$ cat src/rtl/reg_file_mp_pkg.sv
// Shared constants and FSM encoding for the multi-port register file.
// Optional dump port is enabled with REG_FILE_DUMP_EN.
package regfile_pkg;

  localparam int DEF_DATA_W = 32;
  localparam int DEF_ADDR_W = 5;
  localparam int DEF_N_READ = 2;
  localparam int ZERO_ADDR  = 0;

  typedef enum logic [1:0] {
    IDLE = 2'd0,
    SEND = 2'd1,
    DONE = 2'd2
  } dump_state_e;

endpackage

$ cat src/rtl/reg_file_mp_if.sv
// Bus between decode/writeback (master) and the register file (slave).
// Dump signals exist only when REG_FILE_DUMP_EN is defined.
interface reg_file_mp_if
  import regfile_pkg::*;
#(
  parameter int DATA_W = DEF_DATA_W,
  parameter int ADDR_W = DEF_ADDR_W,
  parameter int N_READ = DEF_N_READ
);

  logic [N_READ*ADDR_W-1:0] AR;
  logic [N_READ*DATA_W-1:0] DR;
  logic [N_READ-1:0]        PEND;
  logic                     REG_WRITE;
  logic [ADDR_W-1:0]        AW;
  logic [DATA_W-1:0]        DIN;
  logic                     RESERVE;
  logic [ADDR_W-1:0]        ARES;
`ifdef REG_FILE_DUMP_EN
  logic                     DUMP_REQ;
  logic                     DUMP_READY;
  logic                     DUMP_VALID;
  logic [ADDR_W-1:0]        DUMP_ADDR;
  logic [DATA_W-1:0]        DUMP_DATA;
  logic                     DUMP_DONE;
`endif

  modport master (
    output AR, REG_WRITE, AW, DIN, RESERVE, ARES,
    input  DR, PEND
`ifdef REG_FILE_DUMP_EN
    , output DUMP_REQ, DUMP_READY,
    input  DUMP_VALID, DUMP_ADDR, DUMP_DATA, DUMP_DONE
`endif
  );

  modport slave (
    input  AR, REG_WRITE, AW, DIN, RESERVE, ARES,
    output DR, PEND
`ifdef REG_FILE_DUMP_EN
    , input DUMP_REQ, DUMP_READY,
    output DUMP_VALID, DUMP_ADDR, DUMP_DATA, DUMP_DONE
`endif
  );

endinterface

$ cat src/rtl/reg_file_mp_dump.sv
// Serial dump FSM: walks every register index and streams its stored value.
// Present only when REG_FILE_DUMP_EN is defined.
`ifdef REG_FILE_DUMP_EN
module reg_file_dump
  import regfile_pkg::*;
#(
  parameter int DATA_W = DEF_DATA_W,
  parameter int ADDR_W = DEF_ADDR_W
) (
  input  logic              CLK,
  input  logic              RST_N,
  input  logic              dump_req,
  input  logic              dump_ready,
  output logic              dump_valid,
  output logic [ADDR_W-1:0] dump_addr,
  output logic [DATA_W-1:0] dump_data,
  output logic              dump_done,
  output logic [ADDR_W-1:0] rd_idx,
  input  logic [DATA_W-1:0] rd_data
);

  dump_state_e       state, state_nxt;
  logic [ADDR_W-1:0] idx, idx_nxt;

  always_ff @(posedge CLK) begin
    if (!RST_N) begin
      state <= IDLE;
      idx   <= '0;
    end else begin
      state <= state_nxt;
      idx   <= idx_nxt;
    end
  end

  always_comb begin
    state_nxt = state;
    idx_nxt   = idx;
    case (state)
      IDLE: begin
        if (dump_req) begin
          state_nxt = SEND;
          idx_nxt   = '0;
        end
      end
      SEND: begin
        if (dump_ready) begin
          idx_nxt = idx + 1'b1;
          if (idx == '1) state_nxt = DONE;
        end
      end
      DONE:    state_nxt = IDLE;
      default: state_nxt = IDLE;
    endcase
  end

  // Outputs depend on state and index only, so DUMP_READY never reaches them combinationally.
  always_comb begin
    dump_valid = 1'b0;
    dump_addr  = '0;
    dump_data  = '0;
    dump_done  = 1'b0;
    case (state)
      SEND: begin
        dump_valid = 1'b1;
        dump_addr  = idx;
        dump_data  = rd_data;
      end
      DONE:    dump_done = 1'b1;
      default: ;
    endcase
  end

  assign rd_idx = idx;

endmodule
`endif

$ cat src/rtl/reg_file_mp.sv
// Multi-port register file with write bypass, zero register and pending scoreboard.
// Define REG_FILE_DUMP_EN to add the serial dump port (reg_file_dump).
module reg_file_mp
  import regfile_pkg::*;
#(
  parameter int DATA_W = DEF_DATA_W,
  parameter int ADDR_W = DEF_ADDR_W,
  parameter int N_READ = DEF_N_READ
) (
  input  logic          CLK,
  input  logic          RST_N,
  reg_file_mp_if.slave  rf
);

  localparam int DEPTH = 2 ** ADDR_W;
  localparam logic [ADDR_W-1:0] ZERO = ADDR_W'(ZERO_ADDR);

  logic [DATA_W-1:0]        mem [DEPTH];
  logic [DEPTH-1:0]         pend;
  logic [ADDR_W-1:0]        rd_addr [N_READ];
  logic                     rd_byp  [N_READ];
  logic [N_READ*DATA_W-1:0] dr_all;
  logic [N_READ-1:0]        pend_all;

  // When reserve and write hit the same register, the later reserve assignment wins.
  always_ff @(posedge CLK) begin
    if (!RST_N) begin
      for (int i = 0; i < DEPTH; i++) mem[i] <= '0;
      pend <= '0;
    end else begin
      if (rf.REG_WRITE && rf.AW != ZERO) mem[rf.AW] <= rf.DIN;
      if (rf.REG_WRITE) pend[rf.AW] <= 1'b0;
      if (rf.RESERVE) pend[rf.ARES] <= 1'b1;
      pend[ZERO_ADDR] <= 1'b0;
    end
  end

  for (genvar k = 0; k < N_READ; k++) begin : g_rd
    assign rd_addr[k] = rf.AR[k*ADDR_W +: ADDR_W];
    assign rd_byp[k]  = rf.REG_WRITE && (rf.AW == rd_addr[k]);
  end

  always_comb begin
    dr_all   = '0;
    pend_all = '0;
    for (int k = 0; k < N_READ; k++) begin
      if (rd_addr[k] != ZERO) begin
        if (rd_byp[k]) dr_all[k*DATA_W +: DATA_W] = rf.DIN;
        else           dr_all[k*DATA_W +: DATA_W] = mem[rd_addr[k]];
      end
      pend_all[k] = pend[rd_addr[k]] & ~rd_byp[k];
    end
  end

  assign rf.DR   = dr_all;
  assign rf.PEND = pend_all;

`ifdef REG_FILE_DUMP_EN
  logic [ADDR_W-1:0] dump_idx;
  logic [DATA_W-1:0] dump_rd_data;

  assign dump_rd_data = mem[dump_idx];

  reg_file_dump #(
    .DATA_W(DATA_W),
    .ADDR_W(ADDR_W)
  ) u_dump (
    .CLK        (CLK),
    .RST_N      (RST_N),
    .dump_req   (rf.DUMP_REQ),
    .dump_ready (rf.DUMP_READY),
    .dump_valid (rf.DUMP_VALID),
    .dump_addr  (rf.DUMP_ADDR),
    .dump_data  (rf.DUMP_DATA),
    .dump_done  (rf.DUMP_DONE),
    .rd_idx     (dump_idx),
    .rd_data    (dump_rd_data)
  );
`endif

endmodule
$ cat src/flat_wrapper.sv
// flat-port wrapper written by rule: the top's interface ports become plain ports
module reg_file_mp_flat import regfile_pkg::*;
#(
  parameter int DATA_W = DEF_DATA_W,
  parameter int ADDR_W = DEF_ADDR_W,
  parameter int N_READ = DEF_N_READ
)
  (CLK, RST_N, rf_AR, rf_REG_WRITE, rf_AW, rf_DIN, rf_RESERVE, rf_ARES, rf_DR, rf_PEND);
  reg_file_mp_if #(.DATA_W(DATA_W), .ADDR_W(ADDR_W), .N_READ(N_READ)) rf_i ();
  input  logic CLK;
  input  logic RST_N;
  input wire logic [$bits(rf_i.AR)-1:0] rf_AR;
  input wire logic [$bits(rf_i.REG_WRITE)-1:0] rf_REG_WRITE;
  input wire logic [$bits(rf_i.AW)-1:0] rf_AW;
  input wire logic [$bits(rf_i.DIN)-1:0] rf_DIN;
  input wire logic [$bits(rf_i.RESERVE)-1:0] rf_RESERVE;
  input wire logic [$bits(rf_i.ARES)-1:0] rf_ARES;
  output wire logic [$bits(rf_i.DR)-1:0] rf_DR;
  output wire logic [$bits(rf_i.PEND)-1:0] rf_PEND;
  assign rf_i.AR = rf_AR;
  assign rf_i.REG_WRITE = rf_REG_WRITE;
  assign rf_i.AW = rf_AW;
  assign rf_i.DIN = rf_DIN;
  assign rf_i.RESERVE = rf_RESERVE;
  assign rf_i.ARES = rf_ARES;
  assign rf_DR = rf_i.DR;
  assign rf_PEND = rf_i.PEND;
  reg_file_mp #(.DATA_W(DATA_W), .ADDR_W(ADDR_W), .N_READ(N_READ)) u_core (.CLK(CLK), .RST_N(RST_N), .rf(rf_i));
endmodule
$ cat config.mk
export PLATFORM = sky130hd
export DESIGN_NAME = reg_file_mp_flat
export DESIGN_NICKNAME = d
export VERILOG_FILES = /design/src/rtl/reg_file_mp_pkg.sv /design/src/rtl/reg_file_mp_if.sv /design/src/rtl/reg_file_mp_dump.sv /design/src/rtl/reg_file_mp.sv /design/src/flat_wrapper.sv
export SDC_FILE = /design/constraint.sdc
export NUM_CORES = 2
export LEC_CHECK = 0
export CAP_MARGIN = 20
export CORE_ASPECT_RATIO = 0.8
export CORE_UTILIZATION = 63
export DETAILED_ROUTE_END_ITERATION = 8
export PLACE_DENSITY = 0.81
export SYNTH_ARGS = -nofsm -noshare
export SYNTH_HDL_FRONTEND = slang
export SYNTH_SLANG_ARGS = --single-unit
$ cat constraint.sdc
create_clock -name CLK -period 6.4 [get_ports CLK]
set_clock_uncertainty 0.15 [all_clocks]
set_input_delay 1.28 -clock CLK [delete_from_list [all_inputs] [get_ports CLK]]
set_output_delay 1.28 -clock CLK [all_outputs]
set_load 0.01 [all_outputs]
== Yosys cells after proc, flatten, opt, wreduce, memory -nomap -nowiden ==
Memory sizes are Yosys's and may differ from the RTL's.
Cells that the tools add are included.

* $lt $le $gt $ge: 6
* Equal/unequal tests: 2
* Multiplexer cells: 22
* Div/mod/pow operators: 0
* Reductions and logical operators: 9
* Shift-type cells: 0
* Add/subtract/negate cells: 0
* Multiply operators: 0
* Bitwise operators: 7

{| class="wikitable"
|+ Operators by type and width
! operator !! number
|-
| two-way mux 32 bit || 8
|-
| AND 32 bit || 1
|-
| NOT 32 bit || 1
|-
| bitwise OR 32 bit || 1
|-
| OR reduction 32 bit || 1
|-
| less-than comparator 5 x 6 -> 1 bit (second input constant) || 4
|-
| nonzero test 5 bit || 3
|-
| binary-select mux 1 bit (select 5 bit) || 2
|-
| demux 1 bit (select 5 bit) || 2
|-
| equality test 5 bit || 2
|-
| >= comparator 5 x 1 -> 1 bit (second input constant) || 2
|-
| two-way mux 1 bit || 9
|-
| logical AND 1 bit || 5
|-
| two-way mux 5 bit || 1
|-
| AND 1 bit || 2
|-
| NOT 1 bit || 2
|}

* Logic and storage cells: 49
* Register bits: 32
* Bits in writable memories: 1024
* Input port bits: 56
* Bits in read-only memories: 0
* Bits in latches: 0
* Memories: 1

{| class="wikitable"
|+ Memory list
! memory !! depth !! bits a word !! read ports !! clocked after Yosys merged registers in !! wr ports !! line !! RTL
|-
| u_core.mem || 32 || 32 || 2 || 0 || 32 || reg_file_mp.sv:18 || <nowiki>logic [DATA_W-1:0] mem [DEPTH];</nowiki>
|}

== Logic depth before layout (Yosys ltp) ==
* Depth in word-level cells: 10
* Gate-level depth with buffers: 9
* Gate-level depth less buffers: 5

== Worst setup path after synthesis ==
OpenSTA, ideal clock, no wires.

* Path type: input to register
* Start point: in rf_AW[3]
* End point: mem u_core.mem[5][0] (netlist name), enable pin
* Slack: 1.265 ns
* Data arrival time: 4.519 ns
* Cell stages on the path: 5
* Library setup time: 0.466 ns
* Path through: buf_2 -> or3b_2 -> clkbuf_1 -> clkbuf_1 -> o21ai_0

{| class="wikitable"
|+ RTL lines
! what !! line !! RTL
|-
| start: declaration || flat_wrapper.sv:14 || <nowiki>input wire logic [$bits(rf_i.AW)-1:0] rf_AW;</nowiki>
|-
| end: declaration || reg_file_mp.sv:18 ||
|}

== Worst setup path in the final report ==
* Start point: in rf_AR[7]
* End point: out rf_DR[56]

* Word-level cells in the longest chain between the ends: 4

{| class="wikitable"
|+ RTL lines
! what !! line !! RTL
|-
| start: declaration || flat_wrapper.sv:12 || <nowiki>input wire logic [$bits(rf_i.AR)-1:0] rf_AR;</nowiki>
|-
| branches (longest 3 deep; another with memory (32 x 32 bit)) || -- ||
|-
| two-way mux 32 bit * || reg_file_mp.sv:47 || <nowiki>if (rd_addr[k] != ZERO) begin</nowiki>
|-
| end: declaration || flat_wrapper.sv:18 || <nowiki>output wire logic [$bits(rf_i.DR)-1:0] rf_DR;</nowiki>
|}

Mark *: on every way between the ends.

==> summary.txt <==
Setup path
  • Startpoint of the most critical register-to-register path: u_core.pend[14]
  • Register-to-register path setup slack: 5.52 ns
  • RR Endpoint: u_core.pend[14]
  • Arrival time at the worst endpoint: ~5 ns
  • Category of the critical setup timing path: input pin to primary output
  • Startpoint kind of the worst setup timing path: input pin
  • Maximum fanout count along the critical path: 11
  • Data required time of the critical path: 4.97 ns
  • Length in cells of the worst reg-to-reg path: 2
  • Critical path endpoint category: primary output

Cells and area
  • Count of non-filler cells in the finished layout: about 5200
  • Most common library cell in the layout ignoring fill and taps: sky130_fd_sc_hd__edfxtp_1
  • Net count reported at finish: 3975
  • Proportion of layout cells with a drive suffix above 1: 23.5%
  • Final core utilization: 71.5%
  • Commonest cells after routing, fill and taps aside: sky130_fd_sc_hd__edfxtp_1, sky130_fd_sc_hd__and2_1, sky130_fd_sc_hd__mux4_2, sky130_fd_sc_hd__mux2i_1, sky130_fd_sc_hd__buf_4
  • Area growth from synthesis to layout: 11.4%
  • Filler cells: 5582

Global routing
  • Vias in the first global route: about 38000
  • Pin count of the biggest net entering global routing: 68
  • Total routing usage reported by global routing: between 40 and 50%
  • Initial antenna violation count: 13
  • Global route total overflow: 0
  • First-pass GRT wire length: 271000 um

Logic synthesis
  • Primary flip-flop cell chosen by synthesis mapping: sky130_fd_sc_hd__edfxtp_1
  • Synthesized instance count: 3874
  • Number of register bits inferred by synthesis: 1055
  • Count of different cell masters after synthesis: 64
  • Number of warnings issued by yosys: 0
  • Mean Syn Cell Area: 14.6 um2
  • Register area share after synthesis: a little under three fifths
  • Ys async rst share: 0%
  • Area of the mapped netlist: 56600 um2
  • EDFF count, synth: 1024

Power
  • Power density of the placed cells: 263 nW/um2
  • Total leakage power: 21.4 nW
  • Max rail drop VDD: 0.246 mV

Route
  • Antenna-violating nets left: 0
  • Post-DR wirelength/cell: 36.9 um
  • Vias per cell: 7.61
  • Aggregate routed wire length: around 190000 um
  • Detailed-route DRC error count: 0
  • Violation count after the first detailed-route iteration: 7742
  • First-pass iteration count of the detailed router: 9
  • Total via count after detailed routing: 39556

Clocking
  • Number of buffers on the longest clock path: 3
  • Post-CTS clock slew at the launch and capture registers of the worst setup and hold paths: ~0.070 ns
  • H-Tree Level Count: 3
  • Post-CTS setup buffer count: 0
  • Clock Sinks: 1055
  • Root buffer cell: sky130_fd_sc_hd__clkbuf_16
  • Number of hold buffers added after CTS: 0
  • Resized cells post-CTS: 0
  • Number of buffers added by the clock tree synthesis step: 103
  • Clock tree from TritonCTS: yes
  • Clock Latency Late Sink: 0.69 ns

Timing
  • Worst setup slack after layout: -0.0323 ns
  • Fmax achieved: 0.155 GHz
  • RSZ-0062 raised after global routing: no
  • Post-Route Hold Slack: around 0.34 ns
  • Final-report setup violation count: 1
  • Count of pins over their slew limit: 0
  • Tcrit/Tclk final: 101%
  • Worst slew margin relative to its limit: 21.5%
  • Number of hold violations in the final report: 0
  • Slew at the pin closest to its max-slew limit: 1.17 ns
  • Crit path time final: 6.43 ns

Placed design
  • IO Port Bufs: approximately 120
  • Minimum setup slack after placement: 0.284 ns
  • Placed cell count: roughly 5000
  • RePlAce Congestion: about 0.99
  • Post-detail-place hpwl: about 120000 um

Worst hold path
  • Worst hold-check path type: register to register
  • Hold path start: u_core.pend[21]
  • Number of cells on the worst hold path: 2
  • Endpoint of the worst hold-timing path: u_core.pend[21]

Floorplanning
  • Die height: 270 um
  • Chip Width: 337 um
  • Die Outline Area: 91100 um2
  • Placement row count: 97
  • Initial Utilization: 64.2%
  • Core box area: 88200 um2
  • Count of pins on the block boundary: 122

Outcome
  • Violations in the final reports: negative setup slack
  • Run status: finished, violations left

Run
  • Number of max-capacitance violations reported: 0
## cell type report
class | count | area (um2) | share of cell area (%)
Antenna cell | 6 | 15.0 | 0.0238
Sequential cell | 1055 | 31400 | 49.7
Clock buffer | 133 | 2820 | 4.46
Tap cell | 1188 | 1490 | 2.36
Clock inverter | 58 | 462 | 0.732
Inverter | 13 | 48.8 | 0.0774
Timing Repair Buffer | 336 | 3190 | 5.05
Multi-Input combinational cell | 2410 | 23700 | 37.6
## cells by family after synthesis
family                    Yosys count  share of synthesized area [%]
AOI/OAI and AO/OA                 453                           5.44
xor gates and xnor gates           10                          0.155
buffers and inverters             440                           3.76
DFF                              1055                           55.4
muxes                             684                           22.5
other                               1                        0.00662
and+or+nand+nor                  1231                           12.7
## sequential cells by signal, indices dropped and copies added, names as in the netlist
register	count
u_core.mem	1024
u_core.pend	31
## per-layer routing
layer	track usage [%]	wire, um	vias to the layer above
met4	17.6	9100	18
li1	-	-	15164
met1	58.8	64200	19589
met5	1.60	480	-
met3	17.9	36300	682
met2	58.8	81600	4103
## worst max-delay path by stage
stage             start               end  slack, ns  depth (start not counted)
3_5_place_dp   rf_AR[7]         rf_DR[38]       0.28                          7
2_1_floorplan  rf_AW[3]  u_core.mem[5][0]       1.26                          5
3_3_place_gp   rf_AR[7]         rf_DR[37]       0.29                          7
4_1_cts        rf_AR[7]         rf_DR[38]       0.27                          7
5_1_grt        rf_AR[7]         rf_DR[56]       0.03                          8
6_report       rf_AR[7]         rf_DR[56]      -0.03                          8
## stage by stage
step	TNS (ns)	instance area (um2)	total power [mW]
global route	0	63100	16.9
global placement	0	59700	10.5
detailed placement	0	59700	10.5
finish	-0.0323	63100	16.6
floorplan	0	56700	9.54
CTS	0	63000	16.4
## critical path, stage by stage
cell                              delay [ns]
sky130_fd_sc_hd__clkdlybuf4s50_1        0.73
sky130_fd_sc_hd__nor2b_1                0.45
sky130_fd_sc_hd__nand2_2                0.42
sky130_fd_sc_hd__buf_4                  0.36
sky130_fd_sc_hd__o22ai_1                0.63
sky130_fd_sc_hd__nor2_1                 0.28
sky130_fd_sc_hd__a32o_1                 0.35
sky130_fd_sc_hd__clkdlybuf4s50_1        0.49
## cells in the mapped netlist, types with 5 or more instances
cell type | n | area [um2]
sky130_fd_sc_hd__o211ai_1 | 5 | 37.5
sky130_fd_sc_hd__a31oi_1 | 9 | 56.3
sky130_fd_sc_hd__a22oi_1 | 39 | 293
sky130_fd_sc_hd__edfxtp_1 | 1024 | 30700
sky130_fd_sc_hd__mux4_2 | 468 | 10500
sky130_fd_sc_hd__o22a_1 | 8 | 70.1
sky130_fd_sc_hd__mux2i_1 | 200 | 2000
sky130_fd_sc_hd__nor3_1 | 171 | 856
sky130_fd_sc_hd__xnor2_1 | 6 | 52.6
sky130_fd_sc_hd__a221oi_1 | 49 | 429
sky130_fd_sc_hd__buf_1 | 22 | 82.6
sky130_fd_sc_hd__buf_4 | 22 | 165
sky130_fd_sc_hd__inv_1 | 12 | 45.0
sky130_fd_sc_hd__a221o_1 | 5 | 50.1
sky130_fd_sc_hd__nand2b_1 | 6 | 37.5
sky130_fd_sc_hd__o22ai_1 | 101 | 632
sky130_fd_sc_hd__nand2_1 | 57 | 214
sky130_fd_sc_hd__a21oi_1 | 55 | 275
sky130_fd_sc_hd__a211oi_1 | 8 | 60.1
sky130_fd_sc_hd__buf_6 | 13 | 146
sky130_fd_sc_hd__a32o_1 | 31 | 310
sky130_fd_sc_hd__o21a_1 | 5 | 37.5
sky130_fd_sc_hd__nor2_1 | 88 | 330
sky130_fd_sc_hd__dfxtp_1 | 31 | 621
sky130_fd_sc_hd__o21ai_0 | 106 | 531
sky130_fd_sc_hd__and2_1 | 839 | 5250
sky130_fd_sc_hd__o221ai_1 | 11 | 96.3
sky130_fd_sc_hd__nand3b_1 | 6 | 45.0
sky130_fd_sc_hd__clkbuf_1 | 279 | 1050
sky130_fd_sc_hd__nor3b_1 | 12 | 90.1
sky130_fd_sc_hd__mux2_2 | 14 | 158
sky130_fd_sc_hd__buf_8 | 14 | 210
sky130_fd_sc_hd__buf_2 | 73 | 365
sky130_fd_sc_hd__nor2b_1 | 8 | 50.1
sky130_fd_sc_hd__nand3_1 | 13 | 65.1
## power breakdown
group	switching, mW	internal, mW
Sequential	0.200	7.95
Clock	2.71	3.38
Combinational	1.39	0.962
Total	4.31	12.3
(Power assumes the default switching activity.)
